--- src/rtl/hazard_unit_mc.sv ---
// hazard_unit_mc
//   Hazard detection and operand forwarding for the 5-stage RISC-V pipeline.
//   Handles load-use stalls (multi-cycle), multi-cycle execute waits with a
//   timeout, branch flushes, and keeps a saturating count of stalled cycles.
//
// Ports
//   clk, rst                 pipeline clock, asynchronous active-low reset
//   RegWriteE/M/W            register write enables per stage
//   ResultSrcE               E-stage instruction is a load
//   PCSrcE                   branch/jump taken in E
//   McStartE, McDoneE        multi-cycle op in E / its result valid this cycle
//   UsesRS1D, UsesRS2D       D-stage instruction reads rs1 / rs2
//   RS1D..RDW                register addresses (REG_AW bits)
//   StallF/D/E               hold PC, IF/ID, ID/EX
//   FlushD/E/M               bubble IF/ID, ID/EX, EX/MEM
//   ForwardAE/BE             E operand select: 10=M, 01=W, 00=regfile
//   McErr                    sticky multi-cycle timeout flag
//   StallCount               saturating count of cycles with StallF=1
module hazard_unit_mc #(
  parameter int unsigned REG_AW            = 5,
  parameter int unsigned LOAD_STALL_CYCLES = 1,
  parameter int unsigned MC_TIMEOUT        = 64,
  parameter int unsigned PERF_W            = 16
) (
  input  logic              clk,
  input  logic              rst,
  input  logic              RegWriteE,
  input  logic              RegWriteM,
  input  logic              RegWriteW,
  input  logic              ResultSrcE,
  input  logic              PCSrcE,
  input  logic              McStartE,
  input  logic              McDoneE,
  input  logic              UsesRS1D,
  input  logic              UsesRS2D,
  input  logic [REG_AW-1:0] RS1D,
  input  logic [REG_AW-1:0] RS2D,
  input  logic [REG_AW-1:0] RS1E,
  input  logic [REG_AW-1:0] RS2E,
  input  logic [REG_AW-1:0] RDE,
  input  logic [REG_AW-1:0] RDM,
  input  logic [REG_AW-1:0] RDW,
  output logic              StallF,
  output logic              StallD,
  output logic              StallE,
  output logic              FlushD,
  output logic              FlushE,
  output logic              FlushM,
  output logic [1:0]        ForwardAE,
  output logic [1:0]        ForwardBE,
  output logic              McErr,
  output logic [PERF_W-1:0] StallCount
);

  // Wide enough for both LOAD_STALL_CYCLES (<=15) and MC_TIMEOUT (<=1023).
  localparam int unsigned CW = 10;

  typedef enum logic [1:0] {
    RUN,
    LD_STALL,
    MC_WAIT
  } state_t;

  state_t            state, stateNext;
  logic [CW-1:0]     cnt, cntNext;
  logic              mcErrQ, mcErrNext;
  logic [PERF_W-1:0] stallCnt;

  logic              ldHaz;
  logic              sF, sD, sE, fD, fE, fM;
  logic [1:0]        fwdA, fwdB;

  // Forwarding: M stage has priority over W; x0 is never forwarded.
  always_comb begin
    fwdA = 2'b00;
    if (RegWriteM && (RDM != '0) && (RDM == RS1E))      fwdA = 2'b10;
    else if (RegWriteW && (RDW != '0) && (RDW == RS1E)) fwdA = 2'b01;

    fwdB = 2'b00;
    if (RegWriteM && (RDM != '0) && (RDM == RS2E))      fwdB = 2'b10;
    else if (RegWriteW && (RDW != '0) && (RDW == RS2E)) fwdB = 2'b01;
  end

  // Operand-use flags suppress stalls for instructions that ignore rs1/rs2.
  always_comb begin
    ldHaz = ResultSrcE && RegWriteE && (RDE != '0) &&
            ((UsesRS1D && (RS1D == RDE)) || (UsesRS2D && (RS2D == RDE)));
  end

  always_comb begin
    stateNext = state;
    cntNext   = cnt;
    mcErrNext = mcErrQ;
    sF = 1'b0; sD = 1'b0; sE = 1'b0;
    fD = 1'b0; fE = 1'b0; fM = 1'b0;

    unique case (state)
      RUN: begin
        if (PCSrcE) begin
          fD = 1'b1;
          fE = 1'b1;
        end else if (McStartE && !McDoneE) begin
          sF = 1'b1; sD = 1'b1; sE = 1'b1; fM = 1'b1;
          stateNext = MC_WAIT;
          cntNext   = CW'(1);
        end else if (McStartE) begin
          // Multi-cycle op finished in its first cycle: nothing to hold.
        end else if (ldHaz) begin
          sF = 1'b1; sD = 1'b1; fE = 1'b1;
          // The first bubble is inserted here; the remainder come from LD_STALL.
          if (LOAD_STALL_CYCLES > 1) begin
            stateNext = LD_STALL;
            cntNext   = CW'(LOAD_STALL_CYCLES - 1);
          end
        end
      end

      LD_STALL: begin
        sF = 1'b1; sD = 1'b1; fE = 1'b1;
        if (cnt <= CW'(1)) stateNext = RUN;
        else               cntNext   = cnt - 1'b1;
      end

      MC_WAIT: begin
        if (McDoneE) begin
          stateNext = RUN;
        end else if (cnt >= CW'(MC_TIMEOUT)) begin
          stateNext = RUN;
          mcErrNext = 1'b1;
        end else begin
          sF = 1'b1; sD = 1'b1; sE = 1'b1; fM = 1'b1;
          cntNext = cnt + 1'b1;
        end
      end

      default: stateNext = RUN;
    endcase
  end

  always_ff @(posedge clk or negedge rst) begin
    if (!rst) begin
      state    <= RUN;
      cnt      <= '0;
      mcErrQ   <= 1'b0;
      stallCnt <= '0;
    end else begin
      state  <= stateNext;
      cnt    <= cntNext;
      mcErrQ <= mcErrNext;
      if (sF && (stallCnt != '1)) stallCnt <= stallCnt + 1'b1;
    end
  end

  // Every output, combinational ones included, is held at 0 while in reset.
  always_comb begin
    StallF     = rst & sF;
    StallD     = rst & sD;
    StallE     = rst & sE;
    FlushD     = rst & fD;
    FlushE     = rst & fE;
    FlushM     = rst & fM;
    ForwardAE  = rst ? fwdA : 2'b00;
    ForwardBE  = rst ? fwdB : 2'b00;
    McErr      = rst & mcErrQ;
    StallCount = rst ? stallCnt : '0;
  end

endmodule

--- config.mk ---
export PLATFORM = sky130hd
export DESIGN_NAME = hazard_unit_mc
export DESIGN_NICKNAME = d
export VERILOG_FILES = /design/src/rtl/hazard_unit_mc.sv
export SDC_FILE = /design/constraint.sdc
export NUM_CORES = 1
export LEC_CHECK = 0
export ABC_AREA = 1
export ABC_CLOCK_PERIOD_IN_PS = 1700
export BUFFER_PORTS_ARGS = -buffer_cell sky130_fd_sc_hd__buf_2
export CORE_ASPECT_RATIO = 1.75
export CORE_MARGIN = 1.5
export CORE_UTILIZATION = 40
export DETAILED_ROUTE_END_ITERATION = 12
export GPL_TIMING_DRIVEN = 0
export PLACE_DENSITY = 0.75
export SETUP_SLACK_MARGIN = 0.05
export SLEW_MARGIN = 30
export SYNTH_ARGS = -nofsm -noshare
export SYNTH_HDL_FRONTEND = slang
export SYNTH_SLANG_ARGS = --single-unit
--- constraint.sdc ---
create_clock -name clk -period 1.7 [get_ports clk]
set_clock_uncertainty 0.15 [all_clocks]
set_input_delay 0.17 -clock clk [delete_from_list [all_inputs] [get_ports clk]]
set_output_delay 0.17 -clock clk [all_outputs]
set_load 0.03 [all_outputs]
**Word-level counts from Yosys, hierarchy flattened**

Cells that the tools add are included.

- Flip-flop bits (word level): 29
- Input bits: 46
- Output and inout bits: 27
- Logic and storage cells: 88

- $add $sub $neg: 3
- Order comparisons: 2
- Equality and inequality tests: 16
- Mux-type cells: 34
- Bitwise operators: 6
- Reductions and logical operators: 23

Operator list:

| kind | count |
|---|---|
| $mux W10 | 5 |
| $eq A5 B5 Y1 | 6 |
| $pmux W10 S3 | 1 |
| $mux W2 | 9 |
| $add A16 B1 Y16 const B | 1 |
| $mux W16 | 1 |
| $ne A16 B16 Y1 const B | 1 |
| $reduce_bool A5 Y1 | 3 |
| $mux W1 | 14 |
| $logic_and A1 B1 Y1 | 13 |
| $ne A2 B2 Y1 const B | 6 |
| $add A10 B1 Y10 const B | 1 |
| $ge A10 B7 Y1 const B | 1 |
| $le A10 B1 Y1 const B | 1 |
| $sub A10 B1 Y10 const B | 1 |
| $pmux W2 S3 | 1 |
| $reduce_and A6 Y1 | 1 |
| $and A1 B1 Y1 | 5 |
| $pmux W1 S2 | 2 |
| $reduce_and A4 Y1 | 1 |
| $ne A3 B3 Y1 const B | 1 |
| $pmux W1 S3 | 1 |
| $reduce_and A3 Y1 | 1 |
| $reduce_bool A3 Y1 | 1 |
| 6 further kinds | 6 |

**Logic depth before layout (Yosys ltp)**

Gate-level depths: netlist (run 1).

- Word-level depth: 10
- Mapped depth: 12
- Gate-level depth less buffers: 11

**Worst setup path before layout (run 1)**

No wires, ideal clock.

- Kind: register to output
- Start: register cnt[8]
- End: output port StallF
- Data arrival time: 1879 ps
- Data required time: 1380 ps
- Slack: -499 ps
- Stages on the path, launching flop included: 10
- Buffers on the path: 2
- Cell sequence: dfrtp_1 -> nor2_1 -> nand3_1 -> nor3_2 -> inv_2 -> nand2_2 -> buf_2 -> nand2_1 -> nor2_1 -> buf_4

- Word-level cells in the longest chain between the ends: 5

Ends and longest elaborated chain:

| element | line | RTL |
|---|---|---|
| start: declaration | 65 | `logic [CW-1:0] cnt, cntNext;` |
| start signal: assignment | 148 | `cnt <= cntNext;` |
| $ge A10 B7 Y1 | 127 | `end else if (cnt >= CW'(MC_TIMEOUT)) begin` |
| $mux W1 (2 in series) | n/a |  |
| $pmux W1 S3 | n/a |  |
| $and A1 B1 Y1 | n/a |  |
| end: declaration | 43 | `output logic StallF,` |

Every way passes these cells.

**Final worst setup path (run 1)**

- Start: register cnt[8]
- End: output port StallF

- Word-level cells in the longest chain between the ends: 5

Ends and longest elaborated chain:

| element | line | RTL |
|---|---|---|
| $ge A10 B7 Y1 | 127 |  |
| $mux W1 | 127 |  |
| $mux W1 | 125 | `if (McDoneE) begin` |
| $pmux W1 S3 | 97 | `unique case (state)` |
| $and A1 B1 Y1 | 156 | `StallF = rst & sF;` |

Every way passes these cells.

==> metrics.md, run 1 <==
| Metric | Value |
|---|---|
| Result of the run | `complete, but fails checks` |
| Violated checks | `negative setup slack` |
| Die Outline Area | `6335 um^2` |
| PwrDens | `666.4 nW/um^2` |
| Final period demand of the worst path | `2.008 ns` |
| Count of unresolved DRC violations after routing | `0` |
| Slew Limit Fails | `0` |
| Synth Area in Simple Gates | `0.4086` |
| Final hold vios | `0` |
| Post-DR wirelength/cell | `12.19 um` |
| Worst vdd rail ir drop | `378.0 uV` |
| Fin util | `0.5939` |
| Area added between synthesis and finish | `41.76%` |
| Vert. Die Dim | `104.2 um` |
| Reg2reg end | `stallCnt[13]` |
| Reg-to-reg slack, setup | `-0.22 ns` |
| Global route total overflow | `0` |
| Number of H-tree levels | `1` |
| Mean number of vias per cell | `4.954` |
| Worst-path maximum fanout | `2` |
| ANT cells | `0` |
| Pin count of the biggest net entering global routing | `29` |
| Net total in the final layout | `512` |
| Startpoint of the worst register-to-register path | `cnt[8]` |
| Wire length of the first global-routing pass | `10.41 mm` |
| Via count of the first global-routing pass | `2,556` |
| Number of inserted filler cells in the final layout | `541` |
| Clock-pin slew reported for the worst setup and hold paths after clock tree synthesis | `0.09 ns` |
| Largest buffer count on any clock path | `2` |
| Hold path cells | `3` |
| Area of placed instances | `2887 um^2` |
| Critical path class | `register to output pin` |
| Max Freq | `498.1 MHz` |
| Critical Path RT | `1.38 ns` |
| Weighted congestion at the end of routability-driven global placement | `0.8760` |
| Area of all placed cells without fillers | `3317 um^2` |
| Final-report setup violation count | `25` |
| FFs w/ async S/R, synth | `1.000` |
| Number of warning messages in the yosys log | `0` |
| Setup TNS | `-3.689 ns` |
| Relative slew slack | `0.7678` |
| Row count | `36` |
| Beginning of the worst hold path | `McDoneE` |
| Standard cell core area | `5585 um^2` |
| Compound-cell area share of the yosys netlist | `0.05241` |
| Reg2reg path depth | `11` |
| Global routing usage on met1 | `0.2110` |
| Number of nets still failing antenna checks after routing | `0` |
| Number of iterations in the first detailed-routing pass | `4` |
| Total of buffers placed on input and output ports | `72` |
| Effective utilization at floorplan | `0.4189` |
| Top delay family on crit path | `simple AND/OR/NAND/NOR gates` |
| CP endpoint kind | `output pin` |
| Post-Synthesis Mean Instance Area | `6.463 um^2` |
| Fraction of met2 tracks used by global routing | `0.3978` |
| Worst Max-Slew Pin Slew | `0.3470 ns` |
| Combinational family with the most area after synthesis | `simple AND/OR/NAND/NOR gates` |
| Number of cells produced by synthesis | `362` |
| Layout cells sized above 1 | `0.3398` |
| Count of flip-flops with a built-in enable after synthesis | `0` |
| Xor and xnor area share after synthesis | `0.09358` |
| Violation count after the first detailed-route iteration | `140` |
| Total wire length | `6.558 mm` |
| Later-pin clock latency in the skew report | `0.28 ns` |
| Buffering stage count on the worst path with inverters included | `4` |
| Chain of cells forming the critical path | `nor2_1 > nand3_1 > nor3_2 > inv_2 > nand2_4 > buf_8 > nand2_4 > nor2_4 > buf_6 > buf_6` |
| LEAKAGE | `1.906 nW` |
| Total vias in the final route | `2,665` |
| Root Buffer | `sky130_fd_sc_hd__clkbuf_8` |
| Count of max-cap constraint violations | `0` |
| Data arrival time of the worst path | `1.69 ns` |
| Hold Path Class | `input port to register` |
| Width of the chip | `60.82 um` |
| Predominant post-synthesis flop cell | `sky130_fd_sc_hd__dfrtp_1` |
| Period utilization | `1.181` |
| Number of nets produced by synthesis | `411` |
| Crit path max-delay cell type | `sky130_fd_sc_hd__dfrtp_1` |
| Clock tree from TritonCTS | `built` |
| Initial antenna violation count | `0` |
| Post-synthesis share of cell area spent on full adders, half adders and majority gates | `0.01604` |
| Worst Hold End | `mcErrQ` |
| Sequential share of the synthesized area | `0.2995` |
| Startpoint types | `register` |
| TritonCTS sink count | `28` |
| Num CTS Buffers | `3` |
| Met3 track utilization from global routing | `0.02612` |
| Most utilized layer in the global route result | `met2` |
| Count of different cell masters after synthesis | `31` |
| Tot Pwr | `2.210 mW` |
| Fin worst setup slack | `-0.3077 ns` |
| Flops & latches, synth | `28` |
| Post-DP HPWL | `4.799 mm` |
| IO Pins | `73` |
| Overall routing resource usage | `0.2078` |
| Syn Std Cell Area | `2340 um^2` |
| Crit-path max cell delay | `0.39 ns` |
| Hold Worst Slack | `0.1179 ns` |
| Share of cell area taken by muxes after synthesis | `0` |
| RSZ-0062 raised after global routing | `true` |
==> per-stage QoR <==
stage	std cells	worst slack [ns]
after floorplan	362	-0.1524
after global placement	510	-0.6199
after detailed placement	510	-0.6567
after CTS	530	-0.2886
after global routing	538	-0.4169
final	538	-0.3077
==> placed cells by master (no fill, tap or decap), drive strengths merged <==
cell type and count:
nor3b 2, nand4 27, a31o 1, or2 1, xnor2 11, nand3 16, dlygate4sd3 1, nor4 2
o41ai 1, nand2 117, o21ai 6, a211oi 2, nor2 39, o22ai 2, dfrtp 28, inv 64
ha 3, clkbuf 6, nor3 6, clkinv 2, buf 102, o31ai 1, a21oi 8, xor2 14
==> what timing repair did <==
item / 4_1_cts / 5_1_grt
setup buffers: 14 / 8
gates cloned: 0 / 0
endpoints found under the setup margin: 51 / 29
hold buffers: 2 / 0
resized for setup: 21 / 29
pin swaps: 6 / 10
hold endpoints to repair: 28 / 0
==> cells in the mapped netlist (2+ instances only) <==
master | count | area share
sky130_fd_sc_hd__nand2_1 | 113 | 0.18
sky130_fd_sc_hd__inv_2 | 13 | 0.021
sky130_fd_sc_hd__nor3b_4 | 2 | 0.016
sky130_fd_sc_hd__a211oi_1 | 2 | 0.0064
sky130_fd_sc_hd__buf_2 | 3 | 0.0064
sky130_fd_sc_hd__o21ai_1 | 3 | 0.0064
sky130_fd_sc_hd__nor2_1 | 39 | 0.063
sky130_fd_sc_hd__o21ai_0 | 3 | 0.0064
sky130_fd_sc_hd__nor4_1 | 2 | 0.0053
sky130_fd_sc_hd__nand4_1 | 26 | 0.070
sky130_fd_sc_hd__buf_4 | 3 | 0.0096
sky130_fd_sc_hd__o22ai_1 | 2 | 0.0053
sky130_fd_sc_hd__ha_1 | 3 | 0.016
sky130_fd_sc_hd__a21oi_1 | 8 | 0.017
sky130_fd_sc_hd__xor2_1 | 14 | 0.052
sky130_fd_sc_hd__inv_1 | 52 | 0.083
sky130_fd_sc_hd__dfrtp_1 | 28 | 0.30
sky130_fd_sc_hd__xnor2_1 | 11 | 0.041
sky130_fd_sc_hd__nor3_1 | 5 | 0.011
sky130_fd_sc_hd__clkbuf_1 | 2 | 0.0032
sky130_fd_sc_hd__nand2_2 | 4 | 0.011
sky130_fd_sc_hd__nand3_1 | 15 | 0.032
==> tightest hold or removal path, stage by stage <==
cell                     delay (ns)
sky130_fd_sc_hd__buf_2         0.11
sky130_fd_sc_hd__inv_1         0.08
sky130_fd_sc_hd__a31o_2        0.15
==> registers in the layout, indices dropped and copies added, names as in the netlist <==
name      cells
mcErrQ        1
stallCnt     16
state         1
cnt          10
==> where the power goes <==
group | internal [mW] | switching (mW)
Clock | 0.208 | 0.214
Combinational | 0.393 | 0.532
Sequential | 0.763 | 0.100
==> layer usage <==
metal | vias up | routed length, um
met1 | 1227 | 2388
li1 | 1336 | -
met2 | 89 | 3605
met3 | 13 | 399
met5 | - | 0
met4 | 0 | 165
==> layout make-up <==
cell class / count / area (um^2) / share of cell area
buffer: 9 / 83.83 / 0.02527
clock buffer: 4 / 55.05 / 0.01660
inverter: 66 / 260.3 / 0.07846
multi-input combinational: 259 / 1491 / 0.4496
sequential: 28 / 703.2 / 0.2120
tap: 76 / 95.09 / 0.02867
timing repair buffer: 96 / 628.1 / 0.1894
==> how the worst max path moves through the flow <==
stage,cells after the start,slack [ns],start,endpoint
finish,10,-0.31,cnt[8],StallF
floorplan,9,-0.15,cnt[9],StallF
global placement,7,-0.62,rst,ForwardAE[0]
CTS,10,-0.29,cnt[8],StallF
detailed placement,7,-0.66,rst,ForwardAE[0]
global route,10,-0.42,cnt[8],StallF
==> cell families after synthesis <==
group / after synthesis
compound gates: 21
fa+ha+maj: 3
flops: 28
simple gates: 210
xor+xnor: 25
buf+inv: 75
Note: power is estimated with default switching activity, not from simulation.
==> run 2, diff against run 1 <==
- SKIP_LAST_GASP: default -> 1
==> run 2 against run 1 <==
  * The flow still finishes with violations (negative setup slack)
  * Clock power hardly changed
  * Sequential cell count stayed put
  * Sequential share of layout area is 0.080 points higher
  * Global-route usage stayed put
  * Routed wire length is 0.64% higher
  * Critical path depth stayed put
  * Maximum frequency is 0.41% higher
  * Die area stayed put
  * Worst setup slack better by 0.0082 ns
  * Cell area is 0.38% lower
  * Sequential power hardly changed
==> metrics.md, run 2 (synthesis gave the netlist of run 1 again) <==
| Metric | Value |
|---|---|
| Result of the run | `complete, but fails checks` |
| Violated checks | `negative setup slack` |
| Weighted congestion at the end of routability-driven global placement | `0.8760 (unchanged)` |
| Startpoint of the worst register-to-register path | `cnt[8]` |
| Commonest non-fill, non-tap cell in the layout | `sky130_fd_sc_hd__nand2_1` |
| Mean number of vias per cell | `4.946 (-0.15%)` |
| Number of H-tree levels | `1 (unchanged)` |
| Area added between synthesis and finish | `41.23%` |
| Worst-path maximum fanout | `2 (unchanged)` |
| Final hold vios | `0 (unchanged)` |
| Effective utilization at floorplan | `0.4189 (unchanged)` |
| Final-report setup violation count | `24 (-4.0%)` |
| PwrDens | `667.8 nW/um^2 (+0.21%)` |
| Startpoint of the most critical setup path | `cnt[8]` |
| Standard cell core area | `5585 um^2 (unchanged)` |
| Hold path cells | `3 (unchanged)` |
| Global route total overflow | `0 (unchanged)` |
| Beginning of the worst hold path | `McDoneE` |
| Initial antenna violation count | `0 (unchanged)` |
| Root Buffer | `sky130_fd_sc_hd__clkbuf_8` |
| Post-DR wirelength/cell | `12.27 um (+0.64%)` |
| Clock tree from TritonCTS | `built` |
| RSZ-0062 raised after global routing | `true` |
| Final period demand of the worst path | `2.000 ns (-0.008153 ns)` |
| Fraction of met2 tracks used by global routing | `0.3978 (unchanged)` |
| Clock-pin slew reported for the worst setup and hold paths after clock tree synthesis | `0.09 ns (about the same)` |
| Overall routing resource usage | `0.2078 (unchanged)` |
| IO Pins | `73 (unchanged)` |
| Most utilized layer in the global route result | `met2` |
| Relative slew slack | `0.7677 (about the same)` |
| Hold Path Class | `input port to register` |
| Total wire length | `6.600 mm (+0.64%)` |
| Count of unresolved DRC violations after routing | `0 (unchanged)` |
| Worst vdd rail ir drop | `376.0 uV (-0.52%)` |
| LEAKAGE | `1.902 nW (-0.21%)` |
| Critical Path RT | `1.38 ns (about the same)` |
| Layout cells sized above 1 | `0.3377 (-0.002165)` |
| Row count | `36 (unchanged)` |
| Largest regs | `stallCnt (16), cnt (10)` |
| CP endpoint kind | `output pin` |
| Reg2reg path depth | `11 (unchanged)` |
| Count of max-cap constraint violations | `0 (unchanged)` |
| Worst setup slack before clock tree synthesis | `-0.6567 ns (unchanged)` |
| Most frequent cells in the layout | `sky130_fd_sc_hd__nand2_1 (110), sky130_fd_sc_hd__buf_2 (66), sky130_fd_sc_hd__inv_1 (52)` |
| Number of flip-flops under the largest register name | `16 (unchanged)` |
| Number of nets still failing antenna checks after routing | `0 (unchanged)` |
| Violation count after the first detailed-route iteration | `134 (-4.3%)` |
| Hold Worst Slack | `0.1191 ns (+0.001111 ns)` |
| Global routing usage on met1 | `0.2110 (unchanged)` |
| Critical path class | `register to output pin` |
| Width of the chip | `60.82 um (unchanged)` |
| Die Outline Area | `6335 um^2 (unchanged)` |
| TritonCTS sink count | `28 (unchanged)` |
| Startpoint types | `register` |
| Data arrival time of the worst path | `1.68 ns (about the same)` |
| Wire length of the first global-routing pass | `10.41 mm (unchanged)` |
| Net total in the final layout | `512 (unchanged)` |
| Tot Pwr | `2.207 mW (-0.17%)` |
| Max Freq | `500.1 MHz (+0.41%)` |
| Largest register by flop count | `stallCnt` |
| Total vias in the final route | `2,661 (-0.15%)` |
| Number of iterations in the first detailed-routing pass | `4 (unchanged)` |
| ANT cells | `0 (unchanged)` |
| Via count of the first global-routing pass | `2,556 (unchanged)` |
| Fin worst setup slack | `-0.2995 ns (+0.008153 ns)` |
| Period utilization | `1.176 (-0.004796)` |
| Largest buffer count on any clock path | `2 (unchanged)` |
| Met3 track utilization from global routing | `0.02612 (unchanged)` |
| Slew Limit Fails | `0 (unchanged)` |
| Total of buffers placed on input and output ports | `72 (unchanged)` |
| Num CTS Buffers | `3 (unchanged)` |
| Post-DP HPWL | `4.799 mm (unchanged)` |
| Vert. Die Dim | `104.2 um (unchanged)` |
| Pin count of the biggest net entering global routing | `29 (unchanged)` |
| Later-pin clock latency in the skew report | `0.28 ns (about the same)` |
| Worst Max-Slew Pin Slew | `0.3471 ns (+0.00007391 ns)` |
## run 2: changes by cell type in the layout (fill, tap and decap cells not counted)
| cell | delta |
|---|---|
| sky130_fd_sc_hd__buf_4 | +1 |
| sky130_fd_sc_hd__buf_8 | -1 |
| sky130_fd_sc_hd__o31ai_1 | +1 |
| sky130_fd_sc_hd__o31ai_2 | -1 |
## run 2: worst paths after layout
check                          endpoint  slack (ns)
setup / recovery                 StallF       -0.30
hold / removal                   mcErrQ        0.12
setup reg to reg           stallCnt[13]       -0.22
hold reg to reg                  mcErrQ        0.33
max in group asynchronous   stallCnt[1]        0.95
min in group asynchronous   stallCnt[0]        0.28
## run 2: per-layer routing
layer	vias to the layer above	wire, um
li1	1335	-
met4	0	144
met3	12	380
met2	85	3611
met5	-	0
met1	1229	2464
## run 2: where the power goes
group          switching [mW]  total [mW]  internal (mW)
registers               0.102       0.865          0.763
logic                   0.529       0.920          0.391
clock network           0.213       0.421          0.208
## run 2: worst max-delay path, cell delays in order (launching register included)
cell and delay (ns):
sky130_fd_sc_hd__dfrtp_1 0.39, sky130_fd_sc_hd__nor2_1 0.10, sky130_fd_sc_hd__nand3_1 0.11, sky130_fd_sc_hd__nor3_2 0.19
sky130_fd_sc_hd__inv_2 0.08, sky130_fd_sc_hd__nand2_4 0.08, sky130_fd_sc_hd__buf_8 0.10, sky130_fd_sc_hd__nand2_4 0.04
sky130_fd_sc_hd__nor2_4 0.09, sky130_fd_sc_hd__buf_6 0.10, sky130_fd_sc_hd__buf_6 0.11
## run 2: cell type report
class                           instances  area (um^2)
Multi-Input combinational cell        259         1486
Buffer                                  9        83.83
Sequential cell                        28        703.2
Timing Repair Buffer                   96        620.6
Fill cell                             541         2281
Tap cell                               76        95.09
Clock buffer                            4        55.05
Inverter                               66        260.3
## run 2: stage by stage
| step | utilization | cells | setup TNS (ns) | area [um^2] |
|---|---|---|---|---|
| finish | 0.5916 | 538 | -3.572 | 3304 |
| global route | 0.5916 | 538 | -6.495 | 3304 |
| global placement | 0.5168 | 510 | -13.94 | 2887 |
| CTS | 0.5621 | 530 | -3.106 | 3139 |
| detailed placement | 0.5168 | 510 | -14.64 | 2887 |
| floorplan | - | 362 | -0.5523 | 2431 |
## run 2: timing repair
action,4_1_cts,5_1_grt
setup endpoints to repair,51,29
resized for setup,20,27
buffers inserted,14,8
hold buffers,2,0
gates cloned,0,0
pin swaps,6,10
endpoints found under the hold margin,28,0
==> run 3, diff against run 2 <==
==> constraint.sdc (replaced) <==
create_clock -name clk -period 1.7 [get_ports clk]
set_clock_uncertainty 0.15 [all_clocks]
set_input_delay 0.085 -clock clk [delete_from_list [all_inputs] [get_ports clk]]
set_output_delay 0.085 -clock clk [all_outputs]
set_load 0.03 [all_outputs]
==> run 3 against run 2 <==
  * The flow still finishes with violations (negative setup slack)
  * Sequential cell count stayed put
  * Count of clock-buffer cells in the layout decreased by 1
  * Register-to-register slack is essentially flat
  * First-iteration DRC count is 8.2% lower
  * Via count is 4.0% higher
  * Combinational power increased by 5.2%
  * Critical path depth decreased by 1
  * Critical endpoint is now StallE
  * Clock power shrank 13%
  * Sequential share of layout area decreased by 0.58 points
  * Core utilization rose by 2.0 points
  * Cell count rose by 2.8%
==> metrics.md, run 3 (synthesis gave the netlist of run 1 again) <==
| Metric | Value |
|---|---|
| Via count of the first global-routing pass | `2,653 (+3.8%)` |
| Reg2reg end | `mcErrQ` |
| Largest regs | `stallCnt (16), cnt (10)` |
| Number of iterations in the first detailed-routing pass | `4 (unchanged)` |
| Num CTS Buffers | `3 (unchanged)` |
| Beginning of the worst hold path | `McDoneE` |
| LEAKAGE | `1.985 nW (+4.3%)` |
| Data arrival time of the worst path | `1.70 ns (+0.02 ns)` |
| Weighted congestion at the end of routability-driven global placement | `0.9255 (+5.7%)` |
| Commonest non-fill, non-tap cell in the layout | `sky130_fd_sc_hd__nand2_1` |
| Overall routing resource usage | `0.2262 (+0.01842)` |
| Hold Path Class | `input port to register` |
| Final-report setup violation count | `25 (+4.2%)` |
| Reg-to-reg slack, setup | `-0.22 ns (about the same)` |
| Final period demand of the worst path | `1.930 ns (-0.06950 ns)` |
| Hold path cells | `3 (unchanged)` |
| Largest buffer count on any clock path | `2 (unchanged)` |
| Number of H-tree levels | `1 (unchanged)` |
| Largest register by flop count | `stallCnt` |
| Layout cells sized above 1 | `0.3606 (+0.02292)` |
| Clock-pin slew reported for the worst setup and hold paths after clock tree synthesis | `0.09 ns (about the same)` |
| Area added between synthesis and finish | `45.94%` |
| Count of max-cap constraint violations | `0 (unchanged)` |
| Clock tree from TritonCTS | `built` |
| Pin count of the biggest net entering global routing | `29 (unchanged)` |
| Width of the chip | `60.82 um (unchanged)` |
| Total of buffers placed on input and output ports | `72 (unchanged)` |
| Worst Max-Slew Pin Slew | `0.4134 ns (+0.06630 ns)` |
| RSZ-0062 raised after global routing | `true` |
| Mean number of vias per cell | `5.005 (+1.2%)` |
| Startpoint of the worst register-to-register path | `cnt[9]` |
| CP endpoint kind | `output pin` |
| Worst-path maximum fanout | `3 (+1)` |
| IO Pins | `73 (unchanged)` |
| TritonCTS sink count | `28 (unchanged)` |
| Count of unresolved DRC violations after routing | `0 (unchanged)` |
| Fin worst setup slack | `-0.2300 ns (+0.06950 ns)` |
| Wire length of the first global-routing pass | `11.27 mm (+8.3%)` |
| Reg2reg path depth | `10 (-1)` |
| Later-pin clock latency in the skew report | `0.28 ns (about the same)` |
| Root Buffer | `sky130_fd_sc_hd__clkbuf_8` |
| Post-DR wirelength/cell | `12.91 um (+5.2%)` |
| Worst Hold End | `mcErrQ` |
| Total wire length | `7.140 mm (+8.2%)` |
| Vert. Die Dim | `104.2 um (unchanged)` |
| Standard cell core area | `5585 um^2 (unchanged)` |
| Area of placed instances | `2838 um^2 (-1.7%)` |
| Violated checks | `negative setup slack` |
| Critical Path RT | `1.46 ns (+0.08 ns)` |
| Post-DP HPWL | `4.867 mm (+1.4%)` |
| Row count | `36 (unchanged)` |
| Worst vdd rail ir drop | `548.2 uV (+46%)` |
| Most frequent cells in the layout | `sky130_fd_sc_hd__nand2_1 (109), sky130_fd_sc_hd__buf_2 (69), sky130_fd_sc_hd__inv_1 (52)` |
| Number of nets still failing antenna checks after routing | `0 (unchanged)` |
| Number of flip-flops under the largest register name | `16 (unchanged)` |
| Startpoint types | `register` |
| Initial antenna violation count | `0 (unchanged)` |
| Result of the run | `complete, but fails checks` |
| Total vias in the final route | `2,768 (+4.0%)` |
| Effective utilization at floorplan | `0.4189 (unchanged)` |
| Net total in the final layout | `528 (+3.1%)` |
| PwrDens | `648.6 nW/um^2 (-2.9%)` |
| Tot Pwr | `2.215 mW (+0.36%)` |
| Fin util | `0.6113 (+0.01971)` |
| ANT cells | `0 (unchanged)` |
| Die Outline Area | `6335 um^2 (unchanged)` |
| Area of all placed cells without fillers | `3415 um^2 (+3.3%)` |
| Global route total overflow | `0 (unchanged)` |
| Critical path class | `register to output pin` |
| Relative slew slack | `0.7214 (-0.04636)` |
| Period utilization | `1.135 (-0.04088)` |
| Slew Limit Fails | `0 (unchanged)` |
| Violation count after the first detailed-route iteration | `123 (-8.2%)` |
| Final hold vios | `0 (unchanged)` |
| Max Freq | `518.1 MHz (+3.6%)` |
run 3: cell count changes in the layout (fill, tap and decap cells not counted), sizes merged:
| cell | delta |
|---|---|
| buf | +16 |
| clkinv | -1 |
| clkbuf | -1 |
| inv | +1 |
run 3: how the worst max path moves through the flow:
| stage | startpoint | end | slack, ns |
|---|---|---|---|
| floorplan | cnt[8] | StallF | -0.11 |
| global placement | rst | ForwardAE[0] | -0.54 |
| detailed placement | rst | ForwardAE[0] | -0.58 |
| CTS | cnt[9] | StallF | -0.26 |
| global route | cnt[9] | StallF | -0.31 |
| finish | cnt[9] | StallE | -0.23 |
run 3: repair_timing:
action	4_1_cts	5_1_grt
endpoints found under the setup margin	46	34
hold buffers	2	0
endpoints found under the hold margin	28	0
resized for setup	34	23
setup buffers	32	9
pin swaps	10	13
run 3: metal layers:
layer	track usage	vias up	wire, um
met5	0	-	0
met4	0.1056	0	291
met3	0.02861	22	442
met2	0.4186	106	3846
met1	0.2339	1279	2559
li1	-	1361	-
run 3: critical path: stages (launching register included):
cell	delay, ns
sky130_fd_sc_hd__dfrtp_1	0.40
sky130_fd_sc_hd__nor2_2	0.12
sky130_fd_sc_hd__nand3_2	0.11
sky130_fd_sc_hd__nor3_4	0.16
sky130_fd_sc_hd__buf_4	0.14
sky130_fd_sc_hd__buf_6	0.09
sky130_fd_sc_hd__nor2_4	0.04
sky130_fd_sc_hd__nor2_4	0.13
sky130_fd_sc_hd__buf_6	0.11
sky130_fd_sc_hd__buf_6	0.11
run 3: stage by stage:
step | setup TNS, ns | cells | worst slack (ns) | hold WS [ns]
after floorplan | -0.5069 | 362 | -0.1089 | -0.3606
after global placement | -9.831 | 510 | -0.5357 | 0.01260
after detailed placement | -10.95 | 510 | -0.5840 | 0.01280
after CTS | -3.019 | 546 | -0.2646 | 0.05976
after global routing | -4.427 | 553 | -0.3148 | 0.07801
final | -1.798 | 553 | -0.2300 | 0.06807
run 3: power by group:
| group | leakage, nW | switching (mW) | internal, mW |
|---|---|---|---|
| Clock | 0.0216 | 0.208 | 0.160 |
| Sequential | 0.372 | 0.113 | 0.766 |
| Combinational | 1.59 | 0.549 | 0.419 |
| Total | 1.98 | 0.870 | 1.34 |
run 3: layout make-up:
type,count,area (um^2)
fillers,532,2171
inverters,66,255.2
plain buffers,9,80.08
well taps,76,95.09
flip-flops and latches,28,706.9
repair buffers,112,743.2
multi-input cells,259,1493
clock buffers,3,41.29
